<file path="src/rtl/filter_multi.sv">
// filter_multi: vectored input conditioner with synchroniser, rise/fall confirmation and edge strobes
// Ports: clk (rising edge), aclr (async active-high reset), in[CHANNELS] raw inputs,
//        en sample enable, rise_len/fall_len confirmation lengths (0 acts as 1),
//        out filtered levels, rise_p/fall_p one-cycle edge strobes, change = OR of all strobes.
module filter_multi #(
    parameter int       CHANNELS    = 8,
    parameter int       CNT_WIDTH   = 4,
    parameter int       SYNC_STAGES = 2,
    parameter logic     RESET_OUT   = 1'b1
) (
    input  logic                 clk,
    input  logic                 aclr,
    input  logic [CHANNELS-1:0]  in,
    input  logic                 en,
    input  logic [CNT_WIDTH-1:0] rise_len,
    input  logic [CNT_WIDTH-1:0] fall_len,
    output logic [CHANNELS-1:0]  out,
    output logic [CHANNELS-1:0]  rise_p,
    output logic [CHANNELS-1:0]  fall_p,
    output logic                 change
);
    localparam logic [CNT_WIDTH:0] ONE = 1;
    logic [CHANNELS-1:0] s;
    generate
        if (SYNC_STAGES == 0) begin : g_nosync
            assign s = in;
        end else begin : g_sync
            logic [SYNC_STAGES-1:0][CHANNELS-1:0] sync_q, sync_d;
            always_comb begin
                sync_d[0] = in;
                for (int k = 1; k < SYNC_STAGES; k++) sync_d[k] = sync_q[k-1];
            end
            always_ff @(posedge clk or posedge aclr) begin
                if (aclr) sync_q <= {(SYNC_STAGES*CHANNELS){RESET_OUT}};
                else      sync_q <= sync_d;
            end
            assign s = sync_q[SYNC_STAGES-1];
        end
    endgenerate
    logic [CHANNELS-1:0]                out_q, out_d, rise_q, rise_d, fall_q, fall_d;
    logic [CHANNELS-1:0][CNT_WIDTH-1:0] cnt_q, cnt_d;
    logic [CHANNELS-1:0][CNT_WIDTH:0]   thr, nxt;
    logic                               change_q, change_d;
    // Counts are compared one bit wider so cnt+1 can never wrap against the threshold.
    always_comb begin
        out_d  = out_q;
        cnt_d  = cnt_q;
        rise_d = '0;
        fall_d = '0;
        thr    = '0;
        nxt    = '0;
        for (int i = 0; i < CHANNELS; i++) begin
            thr[i] = {1'b0, out_q[i] ? fall_len : rise_len};
            thr[i] = (thr[i] == '0) ? ONE : thr[i];
            nxt[i] = {1'b0, cnt_q[i]} + ONE;
            if (en) begin
                if (s[i] == out_q[i]) begin
                    cnt_d[i] = '0;
                end else if (nxt[i] >= thr[i]) begin
                    out_d[i]  = ~out_q[i];
                    cnt_d[i]  = '0;
                    rise_d[i] = ~out_q[i];
                    fall_d[i] = out_q[i];
                end else begin
                    cnt_d[i] = nxt[i][CNT_WIDTH-1:0];
                end
            end
        end
        change_d = |{rise_d, fall_d};
    end
    always_ff @(posedge clk or posedge aclr) begin
        if (aclr) begin
            out_q    <= {CHANNELS{RESET_OUT}};
            cnt_q    <= '0;
            rise_q   <= '0;
            fall_q   <= '0;
            change_q <= 1'b0;
        end else begin
            out_q    <= out_d;
            cnt_q    <= cnt_d;
            rise_q   <= rise_d;
            fall_q   <= fall_d;
            change_q <= change_d;
        end
    end
    assign out    = out_q;
    assign rise_p = rise_q;
    assign fall_p = fall_q;
    assign change = change_q;
endmodule

</file>
<file path="config.mk">
export PLATFORM = sky130hd
export DESIGN_NAME = filter_multi
export DESIGN_NICKNAME = d
export VERILOG_FILES = /design/src/rtl/filter_multi.sv
export SDC_FILE = /design/constraint.sdc
export NUM_CORES = 1
export LEC_CHECK = 0
export ABC_AREA = 0
export BUFFER_PORTS_ARGS = -buffer_cell sky130_fd_sc_hd__buf_2
export CORE_MARGIN = 3
export CORE_UTILIZATION = 45
export DETAILED_ROUTE_END_ITERATION = 16
export PLACE_DENSITY = 0.63
export SYNTH_ARGS = -nofsm -noshare
export SYNTH_HDL_FRONTEND = slang
export SYNTH_SLANG_ARGS = --single-unit
</file>
<file path="constraint.sdc">
create_clock -name clk -period 4.3 [get_ports clk]
set_input_delay 0.215 -clock clk [delete_from_list [all_inputs] [get_ports clk]]
set_output_delay 0.215 -clock clk [all_outputs]
set_load 0.05 [all_outputs]
</file>
==> flow_summary.ini, run 1 <==
[status]
status = finished, final reports clean

[worst_setup_path]
cp_top_family = simple AND/OR/NAND/NOR gates
critPathArrivalTime_ns = 2.99
worstPathMaxFanout = 9
crit_chain = mux2i_1, nand3_1, nand2_1, ha_1, nor2b_1, o21ai_0, a22o_1, or3_1, or4_1
end_kind = flip-flop
worstSetupStartpointType = flip-flop
critPathBufInv = 0
cpMaxStageDelayCell = dfstp_2
cp.required_ns = 4.52
slowest_delay_ns = 0.66
critical_path_class = reg -> reg

[cts]
cts_tree = done
htree_num_levels = 3
clkTransAtPathRegs_ns = 0.08
post_cts_buffers = 0
cts_resized = 0
ctsRootBufferMaster = clkbuf_8
ctsHoldBuffers = 9
clock_latency_ns = 0.35
cts_sinks = 73
cts_buffers = 9
cts_buffer_depth = 2

[global_route]
grt.total_usage = 0.174
grt_max_degree = 43
grt_pass1_vias = 2839
antenna_found_initial = 0
grt-ovfl-total = 0
grt_pass1_wl_mm = 14.1

[floorplan]
coreArea_mm2 = 0.00885
ioPinCount = 44
rows = 34
fp.dieW_um = 102
initial_core_util = 0.469
dieArea_mm2 = 0.0104
die_h_um = 102

[route]
firstDrtPassIters = 4
drt_iter0_markers = 118
drt-total-wl_mm = 8.33
vias_per_cell = 5.50
drc_errors = 0
ant_nets = 0
wire_per_inst_um = 15.9
vias = 2876

[timing]
rsz0062_at_grt = false
hold_viol = 0
slew_headroom = 0.454
fin_crit_ns = 2.78
max_freq_mhz = 360
setup_violations = 0
fin_tns_setup_ns = 0
final-max-slew-violation-count = 0
skew_ns = 0.00743
tightest_slew_ns = 0.818
post-route-period-util = 0.646

[finish]
layout_commonest_cell = dfrtp_1
final_layout_size_suffix_gt1_frac = 0.236
synthToLayoutAreaGrowth_pct = 14.2
nFillCells = 805
fin_nets = 469
layout_common_cells = 49 x dfrtp_1, 43 x buf_2, 40 x ha_1
antenna_cells = 0
utilization = 0.535

[pwr]
p_leak_uw = 0.00235
power.density_mw_per_mm2 = 653
peakVddDrop_mv = 0.247

[place]
dp_hpwl_mm = 5.99
gp_congestion = 0.846
io_buffer_count = 43

[synthesis]
syn_inst = 367
syn_area_mm2 = 0.00415
ys_warn_count = 0
ys_types = 40
synth_seq_area_share = 0.448
synth_seq_cells = 73
syn-num-nets = 426
avgSynthCellArea_um2 = 11.3

[hold_path]
hp-class = reg -> reg

[job]
drv_cap = 0
## power by group
group | internal [uW] | switching, uW
logic | 560 | 773
registers | 878 | 229
clock network | 400 | 250
## registers in the layout (all words and copies together) (netlist names)
name / cells
rise_p: 8
fall_p: 8
out: 8
g_sync.sync_d: 8
change: 1
cnt_q: 32
s: 8
## kinds of logic after synthesis
family | Yosys count | synth area share
adder cells (fa/ha/maj) | 40 | 0.121
XOR/XNOR | 28 | 0.0591
AO/OA/AOI/OAI | 63 | 0.114
multiplexers | 44 | 0.108
AND/OR/NAND/NOR | 91 | 0.119
buffers and inverters | 28 | 0.0311
flip-flops | 73 | 0.448
## final cells by class
cell class	instances	area, um2	share of cell area
Multi-Input combinational cell	266	2160	0.456
Clock buffer	11	141	0.0299
Clock inverter	5	103	0.0217
Tap cell	108	135	0.0285
Timing Repair Buffer	53	313	0.0661
Sequential cell	73	1860	0.392
Inverter	7	26.3	0.00555
## path summary, 6_finish.rpt
kind,from,to,slack [ns],cells after the start
max,out[2],change,1.52,9
min,g_sync.sync_d[11],s[3],0.36,0
max reg2reg,out[2],change,1.52,9
min reg2reg,g_sync.sync_d[11],s[3],0.36,0
max in group asynchronous,aclr,s[0],2.80,4
min in group asynchronous,aclr,cnt_q[9],0.50,3
## cell usage after synthesis
cell        n  area [um2]
dfrtp_1    49        1230
ha_1       40         500
mux2i_1    39         390
nand2_1    25        93.8
dfstp_2    24         631
nand3_1    20         100
xor2_1     20         175
a32o_1     15         150
clkbuf_1   15        56.3
nor2b_1    12        75.1
a21oi_1    11        55.1
o21ai_0    11        55.1
and2_1      8        50.1
nand2b_1    8        50.1
nor3b_1     8        60.1
xnor2_1     8        70.1
inv_1       7        26.3
a22o_1      6        52.6
a31oi_1     5        31.3
mux2_2      5        56.3
a31o_2      4        35.0
and3_1      3        18.8
buf_6       3        33.8
o2bb2ai_1   3        26.3
a21boi_0    2        15.0
buf_1       2        7.51
a21bo_2     1        10.0
a21o_1      1        7.51
a22o_2      1        10.0
a311o_1     1        10.0
and2_2      1        7.51
and2_4      1        8.76
and2b_2     1        8.76
buf_2       1        5.00
nor2_1      1        3.75
nor3_1      1        5.00
o2111ai_1   1        8.76
o22ai_1     1        6.26
or3_1       1        6.26
or4_1       1        7.51
## per-stage QoR
| stage | setup WS, ns | std cells | area [um2] | power (uW) | hold slack, ns |
|---|---|---|---|---|---|
| 4_1_cts | 1.49 | 523 | 4740 | 3130 | 0.358 |
| 5_1_grt | 1.33 | 523 | 4740 | 3340 | 0.362 |
| 3_5_place_dp | 1.52 | 498 | 4400 | 2450 | 0.321 |
| 6_report | 1.52 | 523 | 4740 | 3090 | 0.356 |
| 3_3_place_gp | 1.59 | 498 | 4400 | 2400 | 0.320 |
| 2_1_floorplan | 1.36 | 367 | 4150 | 2180 | 0.219 |
## worst register-to-register path: stages, from the launching register on
cell	delay [ns]
dfstp_2	0.66
mux2i_1	0.30
nand3_1	0.10
nand2_1	0.08
ha_1	0.22
nor2b_1	0.12
o21ai_0	0.14
a22o_1	0.30
or3_1	0.31
or4_1	0.40
## layer usage
| metal | part of all wire | global-route usage |
|---|---|---|
| met1 | 0.46 | 0.221 |
| met2 | 0.49 | 0.292 |
| met3 | 0.033 | 0.0416 |
| met4 | 0.018 | 0.0605 |
| met5 | 0 | 0 |
Power figures use the tool's default switching activity.
==> run 2: changes to the inputs <==
--- a/config.mk
+++ b/config.mk
@@ -5,12 +5,12 @@
 export SDC_FILE = /design/constraint.sdc
 export NUM_CORES = 1
 export LEC_CHECK = 0
-export ABC_AREA = 0
+export ABC_AREA = 1
 export BUFFER_PORTS_ARGS = -buffer_cell sky130_fd_sc_hd__buf_2
 export CORE_MARGIN = 3
 export CORE_UTILIZATION = 45
 export DETAILED_ROUTE_END_ITERATION = 16
-export PLACE_DENSITY = 0.63
+export PLACE_DENSITY = 0.65
 export SYNTH_ARGS = -nofsm -noshare
 export SYNTH_HDL_FRONTEND = slang
 export SYNTH_SLANG_ARGS = --single-unit
==> constraint.sdc (replaced) <==
create_clock -name clk -period 2.25 [get_ports clk]
set_input_delay 0.1125 -clock clk [delete_from_list [all_inputs] [get_ports clk]]
set_output_delay 0.1125 -clock clk [all_outputs]
set_load 0.05 [all_outputs]
==> run 2 against run 1 <==
Net effect:
- hold slack got worse by 0.17 ns
- area after synthesis rose by 8.1%
- largest power group unchanged
- sequential power rose by 83%
- critical endpoint unchanged
- largest cell class unchanged
- via count rose by 20%
- highest routed layer unchanged
==> flow_summary.ini, run 2 <==
[route]
ant_nets = 0
vias = 3461
drt-total-wl_mm = 9.86
drc_errors = 0
wire_per_inst_um = 14.3
vias_per_cell = 5.02
drt_iter0_markers = 143
firstDrtPassIters = 4

[global_route]
grt_pass1_wl_mm = 16.5
grt-ovfl-total = 0
grt_max_degree = 36
antenna_found_initial = 0
grt_pass1_vias = 3407
grt.total_usage = 0.185

[place]
io_buffer_count = 43
dp_hpwl_mm = 6.98
place_area_mm2 = 0.00481
gp_congestion = 0.841
dp_slack_ns = 0.0278

[timing]
setup_violations = 0
rsz0062_at_grt = true
fin_crit_ns = 2.24
hold_viol = 0
finalWorstSetupSlack_ns = 0.0118
tightest_slew_ns = 0.554
skew_ns = 0.00988
slew_headroom = 0.630
final-max-slew-violation-count = 0
max_freq_mhz = 447
post-route-period-util = 0.995

[cts]
clock_latency_ns = 0.35
ctsRootBufferMaster = clkbuf_8
cts_buffer_depth = 2
clkTransAtPathRegs_ns = 0.08
cts_buffers = 9
htree_num_levels = 3
cts_sinks = 73
cts_tree = done

[pwr]
p_leak_uw = 0.00283
peakVddDrop_mv = 0.530
total_power_uw = 6880
power.density_mw_per_mm2 = 1280

[synthesis]
synth.most_common_cell = nand2_1
syn_inst = 482
ys_types = 39
synth_top_area_frac = 0.274
syn-num-nets = 541
synth-main-ff-cell = dfrtp_1
synth_seq_cells = 73
avgSynthCellArea_um2 = 9.30
syn_area_mm2 = 0.00448
ys_warn_count = 0
synthTopCellsByCount = 101 x nand2_1, 67 x inv_1, 49 x dfrtp_1
netlist.top_cell.by_area = dfrtp_1
ys_top_cells_by_area = dfrtp_1 27%, dfstp_2 14%, ha_1 11%
synthArstFlopShare = 1.00
synth-edff-count = 0
synth_seq_area_share = 0.414

[finish]
nFillCells = 847
multi_input_area_mm2 = 0.00237
fin_nets = 615
synthToLayoutAreaGrowth_pct = 20.4
top_register = cnt_q
layout_commonest_cell = nand2_1
antenna_cells = 0
largest_register_ffs = 32
final_layout_size_suffix_gt1_frac = 0.323
final_cell_area_mm2 = 0.00539
ff_latch_area_mm2 = 0.00186
layout_common_cells = 92 x nand2_1, 65 x inv_1, 49 x dfrtp_1

[status]
status = finished, final reports clean

[worst_setup_path]
critPathArrivalTime_ns = 2.48
cp.required_ns = 2.49
end_kind = flip-flop
critical_path_class = reg -> reg
worstSetupStartpointType = flip-flop
worstPathMaxFanout = 8

[floorplan]
rows = 35
fp.dieW_um = 106
ioPinCount = 44
dieArea_mm2 = 0.0112
die_h_um = 106
initial_core_util = 0.474
coreArea_mm2 = 0.00946

[hold_path]
hp-class = in -> reg

[job]
drv_cap = 0
-- run 2: cell families (layout without fill, tap and decap cells) --
logic type / Yosys count / in the layout / synth area share
simple gates: 174 / 174 / 0.195
buf+inv: 85 / 164 / 0.0885
compound gates: 83 / 83 / 0.116
flops: 73 / 73 / 0.414
fa+ha+maj: 40 / 40 / 0.112
xor+xnor: 24 / 24 / 0.0662
mux: 3 / 3 / 0.00754
-- run 2: metrics by stage --
step,std cells,setup TNS [ns],hold slack [ns],util
detailed placement,651,0,0.202,0.509
CTS,676,0,0.173,0.544
finish,690,0,0.185,0.570
floorplan,482,0,0.117,-
global route,690,-0.340,0.207,0.570
global placement,651,0,0.187,0.509
-- run 2: worst paths after layout --
| check | start | depth (start not counted) | to | slack (ns) |
|---|---|---|---|---|
| max in group asynchronous | aclr | 4 | g_sync.sync_d[12] | 1.09 |
| worst max-delay path | out[2] | 17 | change | 0.01 |
| worst max register to register | out[2] | 17 | change | 0.01 |
| worst min register to register | g_sync.sync_d[10] | 0 | s[2] | 0.36 |
| min in group asynchronous | aclr | 3 | rise_p[1] | 0.37 |
| worst min-delay path | en | 2 | cnt_q[11] | 0.19 |
-- run 2: final cells by class --
class                      count  share of cell area
multi-input combinational    324               0.439
sequential                    73               0.344
timing repair buffer          76              0.0903
inverter                      72              0.0515
tap                          129              0.0299
clock buffer                  11              0.0262
clock inverter                 5              0.0190
-- run 2: critical path: stages (launching register included) --
cell and delay [ns]:
dfstp_2 0.66, nand2_2 0.09, o21ai_2 0.10, nand3_1 0.11
o211ai_1 0.11, ha_1 0.25, inv_1 0.05, nand2_1 0.05
nand2_1 0.06, nand2_1 0.07, nand2_1 0.09, nand2_2 0.11
nand3_2 0.10, nand2_2 0.06, inv_2 0.04, nand2_1 0.04
nor2_1 0.08, nand2_1 0.06
-- run 2: per-layer routing --
metal | GRT usage | up-vias | part of all wire
met3 | 0.0337 | 21 | 0.040
met5 | 0 | - | 0
met1 | 0.253 | 1624 | 0.46
li1 | - | 1741 | -
met2 | 0.292 | 75 | 0.48
met4 | 0.0722 | 0 | 0.023
-- run 2: what timing repair did --
item                                   CTS  global route
hold buffers                             9             0
endpoints found under the hold margin   22             0
gates resized for setup                  0            61
buffers inserted                         0            14
setup endpoints to repair                0            16
-- run 2: power breakdown --
group | internal, uW | leakage [uW] | switching, uW
Combinational | 1430 | 0.00179 | 2160
Clock | 766 | 0.000120 | 508
Sequential | 1670 | 0.000920 | 359
Total | 3860 | 0.00283 | 3020
==> run 3: changes to the inputs <==
--- a/config.mk
+++ b/config.mk
@@ -8,9 +8,9 @@
 export ABC_AREA = 1
 export BUFFER_PORTS_ARGS = -buffer_cell sky130_fd_sc_hd__buf_2
 export CORE_MARGIN = 3
-export CORE_UTILIZATION = 45
+export CORE_UTILIZATION = 54
 export DETAILED_ROUTE_END_ITERATION = 16
-export PLACE_DENSITY = 0.65
+export PLACE_DENSITY = 0.76
 export SYNTH_ARGS = -nofsm -noshare
 export SYNTH_HDL_FRONTEND = slang
 export SYNTH_SLANG_ARGS = --single-unit
==> run 3 against run 2 <==
Net effect:
- the run now ends with setup timing left
- clock-buffer cell count unchanged
- utilization grew 9.8 points
- flip-flop and latch count stayed put
- clock power decreased by 18%
- combinational power shrank 2%
- die area down 16%
- non-clock buffer count fell by 3
- critical path depth down 5
- sequential power hardly changed
- maximum frequency shrank 0.52%
- via count up 0.43%
- critical path type unchanged
- critical endpoint unchanged
- largest cell class unchanged
==> flow_summary.ini, run 3 (synthesis results as in run 2) <==
[finish]
synthToLayoutAreaGrowth_pct = 17.6
multi_input_area_mm2 = 0.00233
layout_common_cells = 95 x nand2_1, 65 x inv_1, 49 x dfrtp_1
fin_nets = 612
top_register = cnt_q
nFillCells = 609
ff_latch_area_mm2 = 0.00186
layout_commonest_cell = nand2_1
final_layout_size_suffix_gt1_frac = 0.297
antenna_cells = 0
fin_cells = 660
largest_register_ffs = 32
final_cell_area_mm2 = 0.00527

[floorplan]
coreArea_mm2 = 0.00789
rows = 32
fp.dieW_um = 97.1
ioPinCount = 44
die_h_um = 97.1
initial_core_util = 0.568
dieArea_mm2 = 0.00943

[global_route]
grt_max_degree = 36
antenna_found_initial = 0
grt-ovfl-total = 0
grt_pass1_wl_mm = 15.5
grt_pass1_vias = 3315
grt.total_usage = 0.204

[pwr]
sw_frac_of_total = 0.454
power_frac_comb = 0.536
pwr-share-seq = 0.305
power.density_mw_per_mm2 = 1240
peakVddDrop_mv = 0.524
total_power_uw = 6550
clockPowerShare = 0.158
p_leak_uw = 0.00278
p_sw_uw = 2970
p_int_uw = 3580

[route]
wire_per_inst_um = 14.4
ant_nets = 0
vias_per_cell = 5.27
firstDrtPassIters = 5
vias = 3476
drc_errors = 0
drt_iter0_markers = 135
drt-total-wl_mm = 9.49

[status]
status = complete, but fails checks
violations = setup timing

[worst_setup_path]
rrSetupSlack_ns = -0.00004
critical_path_class = reg -> reg
crit_chain = clkbuf_2, inv_1, o211ai_1, ha_1, inv_1, nand2_1, nand3_1, nand3_1, nand3_1, nand4_1, nor2_1, nand2_1
cp.required_ns = 2.49
end_kind = flip-flop
worstSetupStartpointType = flip-flop
r2r-end = change
cpMaxStageDelayCell = dfstp_2
slowest_delay_ns = 0.58
critPathBufInv = 3
r2r-start = out[5]
r2r_cells = 12
worstPathMaxFanout = 7
path_common_cell = nand3_1
cp_top_family = simple AND/OR/NAND/NOR gates
critPathArrivalTime_ns = 2.49

[cts]
clock_latency_ns = 0.35
cts_buffer_depth = 2
cts_sinks = 73
ctsRootBufferMaster = clkbuf_8
cts_tree = done
htree_num_levels = 3
cts_buffers = 9
clkTransAtPathRegs_ns = 0.08

[hold_path]
hold_start = en
hp-class = in -> reg
hold_end = cnt_q[11]
holdPathStages = 2

[timing]
setup_violations = 1
fin_tns_setup_ns = -0.0000449
hold_viol = 0
tightest_slew_ns = 0.579
holdWs_ns = 0.170
skew_ns = 0.00642
slew_headroom = 0.614
final-max-slew-violation-count = 0
fin_crit_ns = 2.25
post-route-period-util = 1.00
rsz0062_at_grt = true
finalWorstSetupSlack_ns = -0.0000449
max_freq_mhz = 444

[place]
io_buffer_count = 43
dp.cells = 622
gp_congestion = 0.870
place_area_mm2 = 0.00478
dp_hpwl_mm = 6.77

[job]
drv_cap = 0
==> run 3: cell count changes in the layout (fill, tap and decap cells not counted), sizes merged <==
cell and change:
buf -3, clkinvlp +1, bufinv -2, clkinv +1
==> run 3: layer usage <==
layer	global-route usage	share of wire
met1	0.259	0.43
met5	0	0
met2	0.336	0.49
met3	0.0510	0.059
met4	0.0767	0.015
==> run 3: power groups by stage <==
stage	registers [uW]	clock network [uW]	logic, uW
finish	2000	1040	3510
global route	2050	1120	3930
CTS	2010	1070	3140
detailed placement	2040	0	3120
global placement	2020	0	2990
floorplan	2280	0	2300
==> run 3: stage by stage <==
step	util	setup slack, ns
CTS	0.642	0.0556
floorplan	-	0.0270
finish	0.668	-0.0000449
detailed placement	0.606	0.0709
global placement	0.606	0.107
global route	0.668	-0.121
==> run 3: how the worst max path moves through the flow <==
stage           start      to  slack (ns)  cells past startpoint
4_1_cts        out[7]  change        0.06                     13
2_1_floorplan  out[4]  change        0.03                     16
6_report       out[5]  change    -0.00004                     12
3_3_place_gp   out[5]  change        0.11                     13
5_1_grt        out[1]  change       -0.12                     17
3_5_place_dp   out[7]  change        0.07                     13
==> run 3: area by class of cell <==
type / instances / area share
Multi-Input combinational cell: 324 / 0.443
Sequential cell: 73 / 0.352
Timing Repair Buffer: 73 / 0.0905
Inverter: 72 / 0.0527
Clock buffer: 11 / 0.0268
Tap cell: 102 / 0.0242
Clock inverter: 5 / 0.0104
==> run 3: what timing repair did <==
| action | in CTS | in global routing |
|---|---|---|
| gates resized for setup | 0 | 46 |
| buffers inserted | 0 | 13 |
| hold buffers | 9 | 0 |
| hold endpoints to repair | 27 | 0 |
| setup endpoints to repair | 0 | 21 |
